### src/rtl/alu_op_sequencer.sv
// Issue/writeback sequencer for an external registered 32-bit ALU, with its own register file and HI/LO.
// Serialises ops, one in flight: accept, issue, capture/writeback; an illegal op skips the issue clock.
module alu_op_sequencer #(
  parameter int NREGS = 8,
  parameter int RAW   = 3
) (
  input  logic            clk,
  input  logic            rst_n,
  input  logic            req_valid,
  output logic            req_ready,
  input  logic [2:0]      req_op,
  input  logic [RAW-1:0]  req_rd,
  input  logic [RAW-1:0]  req_rs,
  input  logic [RAW-1:0]  req_rt,
  input  logic            ld_en,
  input  logic [RAW-1:0]  ld_addr,
  input  logic [31:0]     ld_data,
  input  logic [RAW-1:0]  dbg_addr,
  output logic [31:0]     dbg_data,
  output logic [31:0]     alu_a,
  output logic [31:0]     alu_b,
  output logic [2:0]      alu_ctrl,
  input  logic [31:0]     alu_out,
  input  logic [31:0]     alu_high,
  input  logic [31:0]     alu_low,
  input  logic            alu_zero,
  input  logic            alu_carry,
  input  logic            alu_ovf,
  input  logic            alu_divzero,
  output logic [31:0]     hi_q,
  output logic [31:0]     lo_q,
  output logic            done,
  output logic [4:0]      st_flags,
  output logic            err_sticky
);

  localparam logic [2:0] OP_ADD = 3'b000;
  localparam logic [2:0] OP_SUB = 3'b001;
  localparam logic [2:0] OP_AND = 3'b010;
  localparam logic [2:0] OP_OR  = 3'b011;
  localparam logic [2:0] OP_SLT = 3'b100;
  localparam logic [2:0] OP_MUL = 3'b101;
  localparam logic [2:0] OP_DIV = 3'b110;
  localparam logic [2:0] OP_ILL = 3'b111;

  typedef enum logic [1:0] {
    S_IDLE    = 2'd0,
    S_ISSUE   = 2'd1,
    S_CAPTURE = 2'd2
  } state_t;

  // Everything the retiring op does, decoded from the op and the captured ALU outputs.
  typedef struct packed {
    logic        reg_en;
    logic [31:0] reg_dat;
    logic        hilo_en;
    logic [31:0] hi_dat;
    logic [31:0] lo_dat;
    logic [4:0]  flags;
    logic        err;
  } wb_t;

  state_t         state_q;
  state_t         state_d;
  logic [2:0]     op_q;
  logic [RAW-1:0] rd_q;
  logic [31:0]    regs_q [NREGS];
  logic           accept;
  logic           wb_fire;
  wb_t            wb;

  always_ff @(posedge clk or negedge rst_n) begin
    if (!rst_n) begin
      state_q <= S_IDLE;
    end else begin
      state_q <= state_d;
    end
  end

  always_comb begin
    state_d   = state_q;
    req_ready = 1'b0;
    accept    = 1'b0;
    wb_fire   = 1'b0;
    case (state_q)
      S_IDLE: begin
        req_ready = 1'b1;
        if (req_valid) begin
          accept  = 1'b1;
          state_d = (req_op == OP_ILL) ? S_CAPTURE : S_ISSUE;
        end
      end
      S_ISSUE: begin
        state_d = S_CAPTURE;
      end
      S_CAPTURE: begin
        wb_fire = 1'b1;
        state_d = S_IDLE;
      end
      default: begin
        state_d = S_IDLE;
      end
    endcase
  end

  // Flags are {illegal, divzero, ovf, carry, zero}.
  always_comb begin
    wb = '0;
    case (op_q)
      OP_ADD, OP_SUB: begin
        wb.reg_en  = 1'b1;
        wb.reg_dat = alu_out;
        wb.flags   = {2'b00, alu_ovf, alu_carry, alu_zero};
      end
      OP_AND, OP_OR, OP_SLT: begin
        wb.reg_en  = 1'b1;
        wb.reg_dat = alu_out;
        wb.flags   = {4'b0000, alu_zero};
      end
      OP_MUL: begin
        wb.reg_en  = 1'b1;
        wb.reg_dat = alu_low;
        wb.hilo_en = 1'b1;
        wb.hi_dat  = alu_high;
        wb.lo_dat  = alu_low;
        wb.flags   = {2'b00, alu_ovf, 1'b0, (alu_low == 32'd0)};
      end
      OP_DIV: begin
        if (alu_divzero) begin
          wb.flags = 5'b01000;
          wb.err   = 1'b1;
        end else begin
          wb.reg_en  = 1'b1;
          wb.reg_dat = alu_high;
          wb.hilo_en = 1'b1;
          wb.hi_dat  = alu_high;
          wb.lo_dat  = alu_low;
          wb.flags   = {4'b0000, (alu_high == 32'd0)};
        end
      end
      OP_ILL: begin
        wb.flags = 5'b10000;
        wb.err   = 1'b1;
      end
      default: begin
        wb = '0;
      end
    endcase
  end

  always_ff @(posedge clk or negedge rst_n) begin
    if (!rst_n) begin
      op_q     <= '0;
      rd_q     <= '0;
      alu_a    <= '0;
      alu_b    <= '0;
      alu_ctrl <= '0;
    end else if (accept) begin
      op_q     <= req_op;
      rd_q     <= req_rd;
      alu_a    <= regs_q[req_rs];
      alu_b    <= regs_q[req_rt];
      alu_ctrl <= req_op;
    end
  end

  // Writeback is the later assignment, so it beats a host load to the same index.
  always_ff @(posedge clk or negedge rst_n) begin
    if (!rst_n) begin
      for (int i = 0; i < NREGS; i++) begin
        regs_q[i] <= '0;
      end
    end else begin
      if (ld_en && (ld_addr != '0)) begin
        regs_q[ld_addr] <= ld_data;
      end
      if (wb_fire && wb.reg_en && (rd_q != '0)) begin
        regs_q[rd_q] <= wb.reg_dat;
      end
    end
  end

  always_ff @(posedge clk or negedge rst_n) begin
    if (!rst_n) begin
      hi_q       <= '0;
      lo_q       <= '0;
      st_flags   <= '0;
      done       <= 1'b0;
      err_sticky <= 1'b0;
    end else begin
      done <= wb_fire;
      if (wb_fire) begin
        st_flags <= wb.flags;
        if (wb.hilo_en) begin
          hi_q <= wb.hi_dat;
          lo_q <= wb.lo_dat;
        end
        if (wb.err) begin
          err_sticky <= 1'b1;
        end
      end
    end
  end

  assign dbg_data = regs_q[dbg_addr];

endmodule
### config.mk
export PLATFORM = sky130hd
export DESIGN_NAME = alu_op_sequencer
export DESIGN_NICKNAME = d
export VERILOG_FILES = /design/src/rtl/alu_op_sequencer.sv
export SDC_FILE = /design/constraint.sdc
export NUM_CORES = 1
export LEC_CHECK = 0
export BUFFER_PORTS_ARGS = -buffer_cell sky130_fd_sc_hd__buf_2
export CORE_ASPECT_RATIO = 0.5
export CORE_UTILIZATION = 50
export CTS_CLUSTER_DIAMETER = 50
export DETAILED_ROUTE_END_ITERATION = 10
export PLACE_DENSITY = 0.85
export SLEW_MARGIN = 20
export SYNTH_ARGS = -nofsm -noshare
export SYNTH_HDL_FRONTEND = slang
export SYNTH_SLANG_ARGS = --single-unit
### constraint.sdc
create_clock -name clk -period 1.8 [get_ports clk]
set_clock_uncertainty 0.1 [all_clocks]
set_input_delay 0.18 -clock clk [delete_from_list [all_inputs] [get_ports clk]]
set_output_delay 0.18 -clock clk [all_outputs]
set_load 0.005 [all_outputs]
==> results of run 1 <==
==> routing by layer <==
metal | GRT overflow | GRT usage, %
met5 | 8 | 74.6
met2 | 112 | 94.2
met4 | 87 | 82.1
met1 | 52 | 84.6
met3 | 55 | 84.0
==> through the flow <==
stage | TNS (ps) | setup slack, ps
after floorplan | -3880 | -36.7
after CTS | -96030 | -386
after global placement | -2180 | -49.5
after detailed placement | -12650 | -104
==> repair_timing <==
| item | 4_1_cts |
|---|---|
| gates resized for setup | 394 |
| gates cloned | 48 |
| pin swaps | 164 |
| buffers inserted | 225 |
| hold endpoints to repair | 697 |
| hold buffers | 114 |
| endpoints found under the setup margin | 308 |
==> cells by family after synthesis <==
| family | Yosys count | share of synthesized area [%] |
|---|---|---|
| compound gates | 330 | 7.97 |
| buf+inv | 204 | 4.61 |
| flops | 399 | 43.2 |
| mux | 576 | 35.9 |
| simple gates | 400 | 8.29 |
==> results.json, run 1 <==
{
  "status": "stopped before the end",
  "haltStage": "5_1_grt",
  "first-error": "[ERROR GRT-0232] Routing congestion too high. Check the congestion heatmap in the GUI.",
  "track_usage_pct": 86.6,
  "yosys_warnings": 0,
  "row_count": 55,
  "synth_ff_type": "dfrtp_1",
  "yosysMostFrequentCell": "dfrtp_1",
  "synthTopCellsByArea": "dfrtp_1 43%, mux4_2 19%, mux2i_1 12%, mux2_2 3.6%, o21ai_0 3.5%",
  "synth_commonest_cells": "399 x dfrtp_1, 288 x mux2i_1, 192 x mux4_2",
  "yosysTopAreaCell": "dfrtp_1",
  "die_w_microns": 306,
  "die_h_microns": 154,
  "synth.cell_area_sq_um": 23100,
  "synthArstFlopShare_pct": 100,
  "synth_edf_count": 0,
  "ctsHtreeMaxLevel": 2,
  "synth_cells": 1909,
  "root_buffer": "clkbuf_16",
  "place_hpwl_microns": 49200,
  "postPlaceCellArea_sq_um": 26200,
  "overflow": 314,
  "synth_seq_area_share_pct": 43.2,
  "yosysTopAreaCellShare_pct": 43.2,
  "syn-num-nets": 2063,
  "synth_seq_cells": 399,
  "io_pins": 325,
  "syn_area_per_cell_sq_um": 12.1,
  "initial_core_util_pct": 50.9,
  "ys_types": 39,
  "cts_buffers": 39,
  "clock_sink_count": 399,
  "globalplace.congestion": 0.868,
  "grt_max_degree": 66,
  "cts_max_path_buffers": 3,
  "dp_cells": 2743,
  "port_buffers": 324
}
==> run 2: changes to the inputs <==
CORE_ASPECT_RATIO = unset   (was 0.5)
CORE_UTILIZATION = 35   (was 50)
CTS_CLUSTER_DIAMETER = unset   (was 50)
PLACE_DENSITY = unset   (was 0.85)
PLACE_DENSITY_LB_ADDON = 0.15   (was unset)
clock period = 2.3 ns   (was 1.8 ns; I/O delays follow)
==> results.json, run 2 <==
{
  "leakage_uw": 0.0132,
  "row_count": 93,
  "synthArstFlopShare_pct": 100,
  "synth_top_family_by_area": "multiplexers",
  "synth_mux_area_share_pct": 35.9,
  "globalplace.congestion": 0.794,
  "synth_edf_count": 0,
  "dp_cells": 2962,
  "regArea_sq_um": 9980,
  "hold_viol_final": 0,
  "top_register": "regs_q",
  "cts_tree": "built",
  "synth.cell_area_sq_um": 23100,
  "antenna_found_initial": 4,
  "period_share_pct": 98.2,
  "dr.first_iter.drc_count": 1035,
  "mostFrequentLayoutCells": "399 x dfrtp_1, 310 x buf_2, 288 x mux2i_1",
  "drtAntennaViolNets": 0,
  "hold_ws_ps": 103,
  "yosysMostFrequentCell": "dfrtp_1",
  "reg2reg_from": "op_q[1]",
  "area_growth_pct": 24.9,
  "place_hpwl_microns": 52000,
  "crit_start": "regs_q[5]",
  "synth_cells": 1909,
  "wl_per_cell_microns": 25.4,
  "cts.clk_slew.worst_paths_ps": 60,
  "core_area_sq_um": 64800,
  "status": "completed",
  "largest_register_ffs": 256,
  "nets": 2434,
  "yosysTopAreaCellShare_pct": 43.2,
  "final_area_sq_um": 28800,
  "cp.required_ps": 1970,
  "totalWireLength_microns": 80600,
  "maxSlewViolCount": 0,
  "fmax_ghz": 0.443,
  "hold_class": "in -> async",
  "grt_setup_unrepaired": "true",
  "initial_core_util_pct": 35.6,
  "yosysTopAreaCell": "dfrtp_1",
  "grt_max_degree": 87,
  "finalNonFillerCells": 3175,
  "grt_pass1_vias": 17900,
  "synth_seq_area_share_pct": 43.2,
  "cp-end-kind": "output pin",
  "dieArea_sq_um": 67000,
  "remaining_drc_errors": 0,
  "syn_area_per_cell_sq_um": 12.1,
  "synth_xor_area_share_pct": 0,
  "postPlaceCellArea_sq_um": 25900,
  "tightest_slew_ps": 738,
  "overflow": 0,
  "multi_input_area_sq_um": 12100,
  "p_per_area_nw_per_um2": 1110,
  "avgViaCountPerCell": 5.56,
  "cts_buffers": 49,
  "cp_max_fo": 4,
  "synth_commonest_cells": "399 x dfrtp_1, 288 x mux2i_1, 192 x mux4_2",
  "ir_worst_vdd_v": 0.000600,
  "clock_sink_count": 399,
  "rrSetupSlack_ps": 210,
  "synth_fa_ha_area_share_pct": 0,
  "synth_seq_cells": 399,
  "cts_max_path_buffers": 3,
  "synth-compound-area-share_pct": 7.97,
  "syn-num-nets": 2063,
  "insertion_delay_ps": 590,
  "drive_gt1_share_pct": 33.2,
  "grt_first_pass_wirelength_microns": 120000,
  "n_fill_cell": 6024,
  "cp.arrival_ps": 1930,
  "synth_ff_type": "dfrtp_1",
  "ys_types": 39,
  "root_buffer": "clkbuf_16",
  "yosys_warnings": 0,
  "crit_type": "reg -> out",
  "post-route-min-period_ps": 2260,
  "synthSimpleGateAreaFrac_pct": 8.29,
  "max_slew_margin_pct": 50.4,
  "dr.pass1.iters": 7,
  "maxCapViolCount": 0,
  "ctsHtreeMaxLevel": 2,
  "die_w_microns": 259,
  "layout_commonest_cell": "dfrtp_1",
  "port_buffers": 324,
  "die_h_microns": 259,
  "io_pins": 325,
  "cp-start-kind": "register",
  "setup_violations": 0,
  "synthTopCellsByArea": "dfrtp_1 43%, mux4_2 19%, mux2i_1 12%, mux2_2 3.6%, o21ai_0 3.5%",
  "vias": 17700,
  "track_usage_pct": 24.2
}
-- run 2: kinds of logic (layout without fill, tap and decap cells) --
kind of cell / after synthesis / in the layout
mux: 576 / 576
simple gates: 400 / 400
flops: 399 / 399
compound gates: 330 / 330
buf+inv: 204 / 614
other cells: 0 / 1
-- run 2: area by class of cell --
cell class / count / area share (%)
diodes: 1 / 0.00867
clock inverters: 11 / 0.377
multi-input cells: 1306 / 42.1
repair buffers: 522 / 13.9
inverters: 2 / 0.0260
flip-flops and latches: 399 / 34.6
clock buffers: 79 / 5.31
well taps: 855 / 3.71
-- run 2: repair_timing --
item                                   in CTS  in global routing
gates resized for setup                     7                 12
setup endpoints to repair                   7                 15
endpoints found under the hold margin     524                  0
hold buffers                              109                  0
buffers inserted                            0                 13
-- run 2: through the flow --
stage	setup slack (ps)	total power, uW	TNS, ps	utilization [%]
floorplan	437	19000	0	-
global placement	257	23300	0	40.0
detailed placement	239	23800	0	40.0
CTS	3.08	32000	0	44.3
global route	-24.7	34000	-63.5	44.5
finish	42.0	32000	0	44.5
-- run 2: final timing paths --
path | endpoint | depth (start not counted)
max in group asynchronous | regs_q[126] | 3
worst max-delay path | dbg_data[5] | 3
worst min-delay path | alu_b[25] | 2
worst max register to register | regs_q[70] | 6
min in group clk | regs_q[110] | 4
worst min register to register | regs_q[250] | 0
-- run 2: report_power, final --
group          total [uW]  switching (uW)  internal (uW)  leakage, uW
Combinational       11300            4980           6340      0.00746
Clock                7890            3140           4750     0.000816
Sequential          12800            2630          10100      0.00491
-- run 2: critical path: stages, from the launching register on --
cell and delay [ps]:
dfrtp_1 410, mux4_2 500, mux2_4 290, buf_2 140
-- run 2: per-layer routing --
metal | global-route usage [%] | up-vias | wire (microns) | part of all wire, %
li1 | - | 7909 | - | -
met1 | 32.9 | 9007 | 35400 | 44
met2 | 38.5 | 605 | 37700 | 47
met3 | 5.37 | 132 | 5290 | 6.6
met4 | 7.13 | 4 | 2210 | 2.7
met5 | 0 | - | 23 | 0.029
(Power assumes the default switching activity.)
